===== src/rtl/bin2bcd_seq.sv =====
// bin2bcd_seq: sequential binary-to-BCD converter (shift-and-add-3).
// Converts an IN_W-bit unsigned value (IN_W = 4..13) into four BCD digits
// over IN_W shift cycles. Each conversion takes IN_W+2 cycles, including
// the IDLE cycle in which the next start can be accepted.
// Optional feature: define BIN2BCD_LZB_EN to add the 'blank' output, which
// flags leading-zero digits so the 7-segment decoders can blank them.
`timescale 1ns/1ps

module bin2bcd_seq #(
  parameter int IN_W = 12
) (
  input  logic            clk,
  input  logic            rst_n,
  input  logic            start,
  input  logic [IN_W-1:0] bin_in,
  output logic            busy,
  output logic            done,
  output logic [3:0]      digit_0,
  output logic [3:0]      digit_1,
  output logic [3:0]      digit_2,
  output logic [3:0]      digit_3
`ifdef BIN2BCD_LZB_EN
  ,
  output logic [3:0]      blank
`endif
);

  localparam int            CW       = $clog2(IN_W + 1);
  localparam logic [CW-1:0] CNT_LOAD = CW'(IN_W);
  localparam logic [CW-1:0] CNT_ONE  = CW'(1);

  typedef enum logic [1:0] {
    IDLE  = 2'd0,
    SHIFT = 2'd1,
    DONE  = 2'd2
  } state_t;

  state_t               state_q, state_d;
  logic [IN_W-1:0]      shreg_q, shreg_d;
  logic [15:0]          scratch_q, scratch_d;
  logic [CW-1:0]        cnt_q, cnt_d;
  logic [15:0]          digits_q, digits_d;
  logic                 busy_q, busy_d;
  logic                 done_q, done_d;
  logic [15:0]          adj;
  logic [16+IN_W-1:0]   shifted;

  // Add 3 to each scratch nibble that is 5 or more, ahead of the shift.
  always_comb begin
    adj = scratch_q;
    for (int i = 0; i < 4; i++) begin
      if (scratch_q[4*i +: 4] > 4'd4) begin
        adj[4*i +: 4] = scratch_q[4*i +: 4] + 4'd3;
      end
    end
  end

  assign shifted = {adj, shreg_q} << 1;

  // Next-state logic; digits are registered on the edge into DONE so the
  // result is already visible while done is high.
  always_comb begin
    state_d   = state_q;
    shreg_d   = shreg_q;
    scratch_d = scratch_q;
    cnt_d     = cnt_q;
    digits_d  = digits_q;
    case (state_q)
      IDLE: begin
        if (start) begin
          shreg_d   = bin_in;
          scratch_d = '0;
          cnt_d     = CNT_LOAD;
          state_d   = SHIFT;
        end
      end
      SHIFT: begin
        scratch_d = shifted[16+IN_W-1 -: 16];
        shreg_d   = shifted[IN_W-1:0];
        cnt_d     = cnt_q - CNT_ONE;
        if (cnt_q == CNT_ONE) begin
          state_d  = DONE;
          digits_d = shifted[16+IN_W-1 -: 16];
        end
      end
      DONE: begin
        state_d = IDLE;
      end
      default: begin
        state_d = IDLE;
      end
    endcase
    busy_d = (state_d != IDLE);
    done_d = (state_d == DONE);
  end

  // State, datapath and output registers.
  always_ff @(posedge clk or negedge rst_n) begin
    if (!rst_n) begin
      state_q   <= IDLE;
      shreg_q   <= '0;
      scratch_q <= '0;
      cnt_q     <= '0;
      digits_q  <= '0;
      busy_q    <= 1'b0;
      done_q    <= 1'b0;
    end else begin
      state_q   <= state_d;
      shreg_q   <= shreg_d;
      scratch_q <= scratch_d;
      cnt_q     <= cnt_d;
      digits_q  <= digits_d;
      busy_q    <= busy_d;
      done_q    <= done_d;
    end
  end

  assign busy    = busy_q;
  assign done    = done_q;
  assign digit_0 = digits_q[3:0];
  assign digit_1 = digits_q[7:4];
  assign digit_2 = digits_q[11:8];
  assign digit_3 = digits_q[15:12];

`ifdef BIN2BCD_LZB_EN
  logic [3:0] blank_q, blank_d;

  // Leading-zero flags follow the digits: blank[i] when digit i and all higher digits are zero.
  always_comb begin
    blank_d = blank_q;
    if (state_q == SHIFT && state_d == DONE) begin
      blank_d[3] = (digits_d[15:12] == 4'd0);
      blank_d[2] = (digits_d[15:8]  == 8'd0);
      blank_d[1] = (digits_d[15:4]  == 12'd0);
      blank_d[0] = 1'b0;
    end
  end

  // Blank register; after reset all digits read zero, so only units is shown.
  always_ff @(posedge clk or negedge rst_n) begin
    if (!rst_n) begin
      blank_q <= 4'b1110;
    end else begin
      blank_q <= blank_d;
    end
  end

  assign blank = blank_q;
`endif

endmodule


===== config.mk =====
export PLATFORM = sky130hd
export DESIGN_NAME = bin2bcd_seq
export DESIGN_NICKNAME = d
export VERILOG_FILES = /design/src/rtl/bin2bcd_seq.sv
export SDC_FILE = /design/constraint.sdc
export NUM_CORES = 1
export LEC_CHECK = 0
export CORE_MARGIN = 5
export CORE_UTILIZATION = 48
export DETAILED_ROUTE_END_ITERATION = 12
export HOLD_SLACK_MARGIN = 0.05
export PLACE_DENSITY = 0.82
export SYNTH_ARGS = -nofsm -noshare
export SYNTH_HDL_FRONTEND = slang
export SYNTH_SLANG_ARGS = --single-unit

===== constraint.sdc =====
create_clock -name clk -period 1.4 [get_ports clk]
set_input_delay 0.14 -clock clk [delete_from_list [all_inputs] [get_ports clk]]
set_output_delay 0.14 -clock clk [all_outputs]
set_load 0.1 [all_outputs]

==> results.md, run 1 <==
Synth:
- The cell area that synthesis handed to floorplanning was 2540 um2.
- Yosys printed 0 warnings.
- Counting flops and latches in the post-synthesis netlist gives 52.
- The cell taking the most area after synthesis is sky130_fd_sc_hd__dfrtp_1.
- The number of standard cells after synthesis is 263.
- The sequential fraction of the synthesis area is 51.3%.
- Sorting the synthesized cells by area gives the leading types as sky130_fd_sc_hd__dfrtp_1, sky130_fd_sc_hd__nand2_1, sky130_fd_sc_hd__ha_1.
- When the netlist entered floorplanning its net count stood at 288.
- After synthesis, the largest area contributor takes up 51.3% of total cell area.
- The unique cell type count in the Yosys netlist is 31.
- Dividing the synthesized area by the synthesized cell count gives 9.65 um2.

STA:
- The final-report max-slew violation count is 0.
- The number of failing hold endpoints at the final stage is 0.
- The number of setup violations in the final report is 13.
- Once routing completed, OpenROAD measured the worst setup slack at -75.5 ps.
- The worst path uses 105% of the clock period.
- The final critical path time including I/O delays and setup is 1480 ps.
- The slew at the pin with the worst max-slew slack is 514 ps.
- The max-slew headroom at the worst pin is 65.7%.
- On the final layout, the worst clock skew is 6.80 ps.
- Setup repair after global routing could not meet its margin everywhere.
- Based on the critical path, the design can be clocked at up to 678 MHz.
- The total negative slack is -474 ps.
- Across all hold checks on the routed design, the worst slack comes to 324 ps.

Placement:
- The wire-length estimate of the detail-placed layout is 4.16 mm.
- The quantity of I/O buffers inserted on ports is 32.
- Routability-driven placement finished with a final weighted congestion of 0.924.

Critical path:
- The critical path goes through inv_2 -> ha_4 -> or3b_4 -> o21ai_2 -> o31ai_4.
- The critical-path maximum fanout is 6.
- By startpoint and endpoint, the worst setup path is classified as flop to flop.
- The worst register-to-register path has a setup slack of -80 ps.
- The slowest stage of the critical path is the sky130_fd_sc_hd__or3b_4 cell.
- The worst reg2reg path depth is 5.
- The start of the worst register-to-register path is cnt_q[1]$_DFFE_PN0P_.
- At the worst endpoint, the required time is 1600 ps.
- For this run, the slowest stage of the critical path takes 460 ps.
- The endpoint kind of the worst setup timing path is a flop.
- The type of element launching the critical path is a flop.
- In this run the worst setup path begins at cnt_q[1]$_DFFE_PN0P_.
- The critical register-to-register path endpoint is digits_q[1]$_DFFE_PN0P_.
- The data arrival time of the critical path is 1670 ps.
- The last element of the critical path is digits_q[1]$_DFFE_PN0P_.

Drt:
- The number of remaining DRC errors is 0.
- The count of antenna-violating nets left after detailed routing is 0.
- The post-detailed-routing wire length is 6.51 mm.
- The vias after detailed routing is 2138.
- The detailed router finished its first iteration with 127 violations.
- The via-per-instance ratio is 5.69.
- The number of iterations in the first detailed-routing pass is 4.
- In the final routed layout, each cell accounts on average for 17.3 um.

Floorplan:
- The total number of placement rows is 26.
- The height of the chip is 82.7 um.
- The core box area is 5110 um2.
- The initial utilization of the core area, before any placement, comes to 49.7%.
- The die width is 82.7 um.
- The number of primary I/O pins is 33.
- The floorplan step defined a die boundary enclosing 6840 um2.

Final layout:
- Relative to the synthesized area, the layout overhead comes to 42.9%.
- The final-stage net count is 330.
- The number of antenna diodes in the final layout is 0.
- Of the cells placed in the final design, the portion with a size suffix greater than 1 is 27.8%.

Global routing:
- Entering global routing, the biggest net connects 35 pins.
- The number of antenna violations at the first check in global routing was 0.
- The first global-routing pass estimated 9.78 mm of wire.
- The global-route usage over all layers is 18.9%.
- The sum of overflow across all layers after global routing is 0.
- The number of global-route vias before repair is 2092.

CTS:
- Counting along the longest clock path gives a buffer depth of 2.
- The root buffer selected by CTS is sky130_fd_sc_hd__clkbuf_8.
- Clock latency on the worst-skew pair, taken at its later pin, is 310 ps.
- In this run, CTS created clock tree buffers numbering 5.
- After clock tree synthesis, the clock-pin slew on the worst setup and hold paths is 90 ps.
- TritonCTS built the clock tree.
- Counting every sink on the clock net gives 52.
- The H-tree was split into 2 levels.

Job:
- The tool flagged a number of max-cap violations equal to 0.

Outcome:
- The flow ran to the end, but the final reports show violations.
- The checks that failed: negative setup slack.

Worst hold path:
- The class of the most critical hold timing path is input port to asynchronous set/reset pin.
## sequential cells by signal (all words and copies together) (netlist names)
register / cells
done: 1
cnt_q: 4
state_q: 2
digits_q: 16
scratch_q: 16
busy: 1
shreg_q: 12
## worst max-delay path, delay by kind of cell, from the launching register on
family          cells  cell delay (ps)
simple gates        1              460
flops               1              400
compound gates      2              280
fa+ha+maj           1              140
buf+inv             1               80
## timing repair
action,CTS,global route
cloned,0,1
pin swaps,0,7
buffers inserted,0,2
gates resized for setup,5,40
hold buffers,1,0
endpoints found under the setup margin,16,28
hold endpoints to repair,18,0
## cells in the mapped netlist
cell / number
sky130_fd_sc_hd__a21oi_1: 11
sky130_fd_sc_hd__a2bb2oi_1: 1
sky130_fd_sc_hd__a31oi_1: 15
sky130_fd_sc_hd__and2b_1: 1
sky130_fd_sc_hd__buf_1: 2
sky130_fd_sc_hd__buf_2: 7
sky130_fd_sc_hd__buf_6: 1
sky130_fd_sc_hd__clkbuf_1: 5
sky130_fd_sc_hd__dfrtp_1: 52
sky130_fd_sc_hd__ha_1: 10
sky130_fd_sc_hd__inv_1: 17
sky130_fd_sc_hd__inv_2: 1
sky130_fd_sc_hd__mux2_1: 1
sky130_fd_sc_hd__mux2i_1: 4
sky130_fd_sc_hd__nand2_1: 34
sky130_fd_sc_hd__nand2_4: 1
sky130_fd_sc_hd__nand2b_1: 2
sky130_fd_sc_hd__nand3b_1: 1
sky130_fd_sc_hd__nor2_1: 20
sky130_fd_sc_hd__nor2b_1: 8
sky130_fd_sc_hd__nor3_1: 9
sky130_fd_sc_hd__nor3b_4: 1
sky130_fd_sc_hd__o21a_1: 8
sky130_fd_sc_hd__o21ai_0: 11
sky130_fd_sc_hd__o21ai_1: 14
sky130_fd_sc_hd__o21bai_1: 1
sky130_fd_sc_hd__o22ai_1: 8
sky130_fd_sc_hd__o31ai_1: 6
sky130_fd_sc_hd__o31ai_2: 6
sky130_fd_sc_hd__o32ai_1: 4
sky130_fd_sc_hd__or3b_1: 1
## area by class of cell
cell class	count	area (um2)
Timing Repair Buffer	49	676
Sequential cell	52	1300
Fill cell	363	1480
Inverter	18	70.1
Clock buffer	7	96.3
Tap cell	70	87.6
Clock inverter	1	30.0
Multi-Input combinational cell	179	1360
## cell usage in the layout, fill, tap and decap left out, types with 10 or more instances in the layout
cell type	instances
sky130_fd_sc_hd__o21ai_1	10
sky130_fd_sc_hd__buf_12	22
sky130_fd_sc_hd__buf_4	12
sky130_fd_sc_hd__a21oi_1	11
sky130_fd_sc_hd__a31oi_1	15
sky130_fd_sc_hd__nor2_1	20
sky130_fd_sc_hd__dfrtp_1	52
sky130_fd_sc_hd__nand2_1	34
sky130_fd_sc_hd__clkdlybuf4s50_1	13
sky130_fd_sc_hd__inv_1	13
## cells by family (layout without fill, tap and decap cells)
group,count (synthesis),after routing,share of synthesized area (%)
multiplexers,5,5,2.02
AND/OR/NAND/NOR,78,79,14.3
flip-flops,52,52,51.3
AO/OA/AOI/OAI,85,85,21.9
buffers and inverters,33,75,5.52
adder cells (fa/ha/maj),10,10,4.93
## per-stage QoR
step | area [um2] | worst slack (ps) | util (%) | std cells
after floorplan | 2580 | 7.86 | - | 263
after global placement | 3240 | -73.9 | 63.4 | 364
after detailed placement | 3240 | -120 | 63.4 | 364
after CTS | 3390 | -47.6 | 66.3 | 373
after global routing | 3620 | -110 | 71.0 | 376
final | 3620 | -75.5 | 71.0 | 376
## per-layer routing
| layer | track usage [%] | routed length [um] |
|---|---|---|
| met3 | 3.69 | 316 |
| met1 | 24.2 | 2800 |
| met4 | 4.90 | 74 |
| met5 | 0 | 0 |
| met2 | 32.7 | 3320 |
## worst min path at each step
stage | from | to | depth (start not counted)
floorplan | rst_n | busy$_DFF_PN0_ | 0
global placement | rst_n | shreg_q[2]$_DFFE_PN0P_ | 1
detailed placement | rst_n | shreg_q[2]$_DFFE_PN0P_ | 1
CTS | rst_n | shreg_q[2]$_DFFE_PN0P_ | 2
global route | rst_n | shreg_q[2]$_DFFE_PN0P_ | 2
finish | rst_n | shreg_q[7]$_DFFE_PN0P_ | 2
Power of run 1 is not shown: default switching activity piles up to over one toggle a cycle in this logic, so the estimate is an artifact.
==> inputs of run 2 (changes only) <==
--- a/config.mk
+++ b/config.mk
@@ -5,6 +5,7 @@
 export SDC_FILE = /design/constraint.sdc
 export NUM_CORES = 1
 export LEC_CHECK = 0
+export CAP_MARGIN = 10
 export CORE_MARGIN = 5
 export CORE_UTILIZATION = 48
 export DETAILED_ROUTE_END_ITERATION = 12
==> results of run 2 <==
Same layout as run 1: the final DEF is identical, and so are final timing and power.
Power of run 2 is left out for the same reason.
==> inputs of run 3 (changes only) <==
==> constraint.sdc (replaced) <==
create_clock -name clk -period 1.3 [get_ports clk]
set_input_delay 0.13 -clock clk [delete_from_list [all_inputs] [get_ports clk]]
set_output_delay 0.13 -clock clk [all_outputs]
set_load 0.1 [all_outputs]
==> run 3 against run 2 <==
The run still ends with negative setup slack left. Wire length grew 33%. Register-to-register slack lost 190 ps. Worst hold slack lost 13 ps. Maximum frequency shrank 5.5%. Non-clock buffer count grew 24.
==> results.md, run 3 (synthesis gave the netlist of run 1 again) <==
CTS:
- The tree built by TritonCTS fans out to 52 sinks.
- The H-tree generated during clock tree synthesis spans 2 levels.
- TritonCTS built the clock tree.
- The root buffer selected by CTS is sky130_fd_sc_hd__clkbuf_8.
- In this run the deepest clock path goes through 2 buffers.
- The clock transition at the registers of the reported paths is 100 ps.
- The number of buffers inserted during clock tree synthesis is 5.
- The clock latency of the later-clocked register in the worst-skew pair is 330 ps.

Final layout:
- The finished layout holds 399 standard cells, fillers aside.
- The diode insertion count for antenna repair is 0.
- The layout filler cell count is 272.
- The fraction of layout cells with a size suffix above 1 is 44.4%.
- The library cells used most frequently in the layout, excluding fill and tap cells, are sky130_fd_sc_hd__dfrtp_1, sky130_fd_sc_hd__nand2_1, sky130_fd_sc_hd__buf_4, sky130_fd_sc_hd__buf_12, sky130_fd_sc_hd__nor2_1.
- The final-stage net count is 354.
- The relative area change from synthesis to final layout is 62.4%.
- The largest registers in the layout are digits_q (16), scratch_q (16), shreg_q (12).
- The library cell used most frequently in the layout, excluding fill and tap cells, is sky130_fd_sc_hd__dfrtp_1.

Placement:
- The placed wire-length estimate is 4.14 mm.
- Counting tap cells, the placed design contains a total of 376 instances.
- The congestion estimate from routability-driven global placement came to 0.870.
- The quantity of I/O buffers inserted on ports is 32.

Critical path:
- The type of element launching the critical path is a flop.
- For this design, the slowest cell found on the critical path is sky130_fd_sc_hd__dfrtp_1.
- The data required time of the critical path is 1520 ps.
- STA classifies the critical path endpoint as a flop.
- The critical-path maximum fanout is 6.
- By startpoint and endpoint, the worst setup path is classified as flop to flop.
- The stage delay of the slowest cell on the critical path is 420 ps.
- At the worst endpoint, the arrival time is 1780 ps.
- The signal on the critical path passes through inv_2 -> ha_4 -> nor3b_4 -> nand2_4 -> buf_12 -> o31ai_4.

Drt:
- The pre-antenna-repair detailed-routing pass consisted of 4 iterations.
- The number of DRC markers in iteration 0 is 212.
- The vias after detailed routing is 2401.
- Dividing the detail-routed wire length by the instance count gives 21.7 um.
- The post-detailed-routing wire length is 8.66 mm.
- The number of remaining DRC errors is 0.
- The via-per-instance ratio is 6.02.
- Once detail routing completed, the nets flagged for antenna violations numbered 0.

STA:
- At the pin with the least slew margin, the transition time is 520 ps.
- The final worst slack is -261 ps.
- The final-report max-slew violation count is 0.
- The number of setup violations in the final report is 25.
- The number of failing hold endpoints at the final stage is 0.
- The max-slew headroom at the worst pin is 65.3%.
- The final critical path time including I/O delays and setup is 1560 ps.
- Based on the critical path, the design can be clocked at up to 640 MHz.
- Setup repair after global routing could not meet its margin everywhere.
- The post-route clock skew is 9.68 ps.
- The part of the cycle the worst path needs is 120%.

Floorplan:
- 33 I/O pins were placed.
- Once the floorplan was initialized, standard cells occupied 49.7% of the core.
- The initialized floorplan defines 26 standard-cell rows.
- The die width is 82.7 um.
- The floorplan step set the die height to 82.7 um.
- The die covers 6840 um2.
- The core box area is 5110 um2.

Global routing:
- The number of antenna violations at the first check in global routing is 0.
- The number of global-route vias before repair came to 2304.
- The global-route usage over all layers is 21.4%.
- Entering global routing, the biggest net connects 53 pins.
- The global-route wire length before repair is 10.9 mm.
- The total overflow left after global routing is 0.

Worst hold path:
- The class of the most critical hold timing path is input port to asynchronous set/reset pin.

Outcome:
- The flow ran to the end, but the final reports show violations.
- The checks that failed: negative setup slack.

Job:
- The total of max-cap violations is 0.
[run 3: cell types whose count changed in the layout (fill, tap and decap cells not counted), sizes merged]
cell / before / now
buf: 35 / 56
bufinv: 1 / 2
clkbuf: 7 / 8
clkinv: 0 / 1
clkinvlp: 0 / 1
inv: 18 / 16
[run 3: critical path, delay by kind of cell (launching register included)]
family | cells | cell delay (ps)
AO/OA/AOI/OAI | 1 | 220
adder cells (fa/ha/maj) | 1 | 150
buffers and inverters | 2 | 280
flip-flops | 1 | 420
AND/OR/NAND/NOR | 2 | 390
[run 3: cell type report]
type / instances / area [um2] / share of cell area [%]
clock buffer: 5 / 68.8 / 1.67
clock inverter: 2 / 60.1 / 1.46
sequential: 52 / 1300 / 31.6
tap: 70 / 87.6 / 2.13
inverter: 18 / 76.3 / 1.85
multi-input combinational: 179 / 1590 / 38.5
timing repair buffer: 73 / 938 / 22.8
[run 3: routing by layer]
| metal | track usage, % | wire (um) | up-vias |
|---|---|---|---|
| met4 | 9.80 | 509 | 0 |
| li1 | - | - | 1053 |
| met3 | 3.80 | 496 | 39 |
| met5 | 0 | 0 | - |
| met2 | 36.3 | 4320 | 116 |
| met1 | 26.4 | 3340 | 1193 |
[run 3: path summary, 6_finish.rpt]
kind / end / cells past startpoint / slack (ps) / start
worst max-delay path: digits_q[5]$_DFFE_PN0P_ / 6 / -260 / cnt_q[1]$_DFFE_PN0P_
min in group clk: shreg_q[10]$_DFFE_PN0P_ / 3 / 370 / bin_in[10]
max in group asynchronous: scratch_q[7]$_DFFE_PN0P_ / 3 / 730 / rst_n
worst min register to register: shreg_q[0]$_DFFE_PN0P_ / 2 / 530 / shreg_q[0]$_DFFE_PN0P_
worst max register to register: digits_q[5]$_DFFE_PN0P_ / 6 / -260 / cnt_q[1]$_DFFE_PN0P_
worst min-delay path: shreg_q[3]$_DFFE_PN0P_ / 3 / 310 / rst_n
[run 3: through the flow]
stage	area (um2)	util, %	TNS [ps]	hold WS (ps)	worst slack, ps
floorplan	2580	-	-961	-166	-92.0
global placement	3330	65.2	-781	143	-76.0
detailed placement	3330	65.2	-2430	146	-198
CTS	3570	69.8	-1840	349	-149
global route	4120	80.7	-4860	353	-286
finish	4120	80.7	-3660	310	-261
[run 3: repair_timing]
| item | CTS | global route |
|---|---|---|
| hold endpoints to repair | 52 | 0 |
| gates resized for setup | 18 | 86 |
| gates cloned | 1 | 3 |
| setup buffers | 2 | 9 |
| pin swaps | 7 | 21 |
| hold buffers | 1 | 0 |
| endpoints found under the setup margin | 25 | 45 |
Power of run 3 is left out for the same reason.
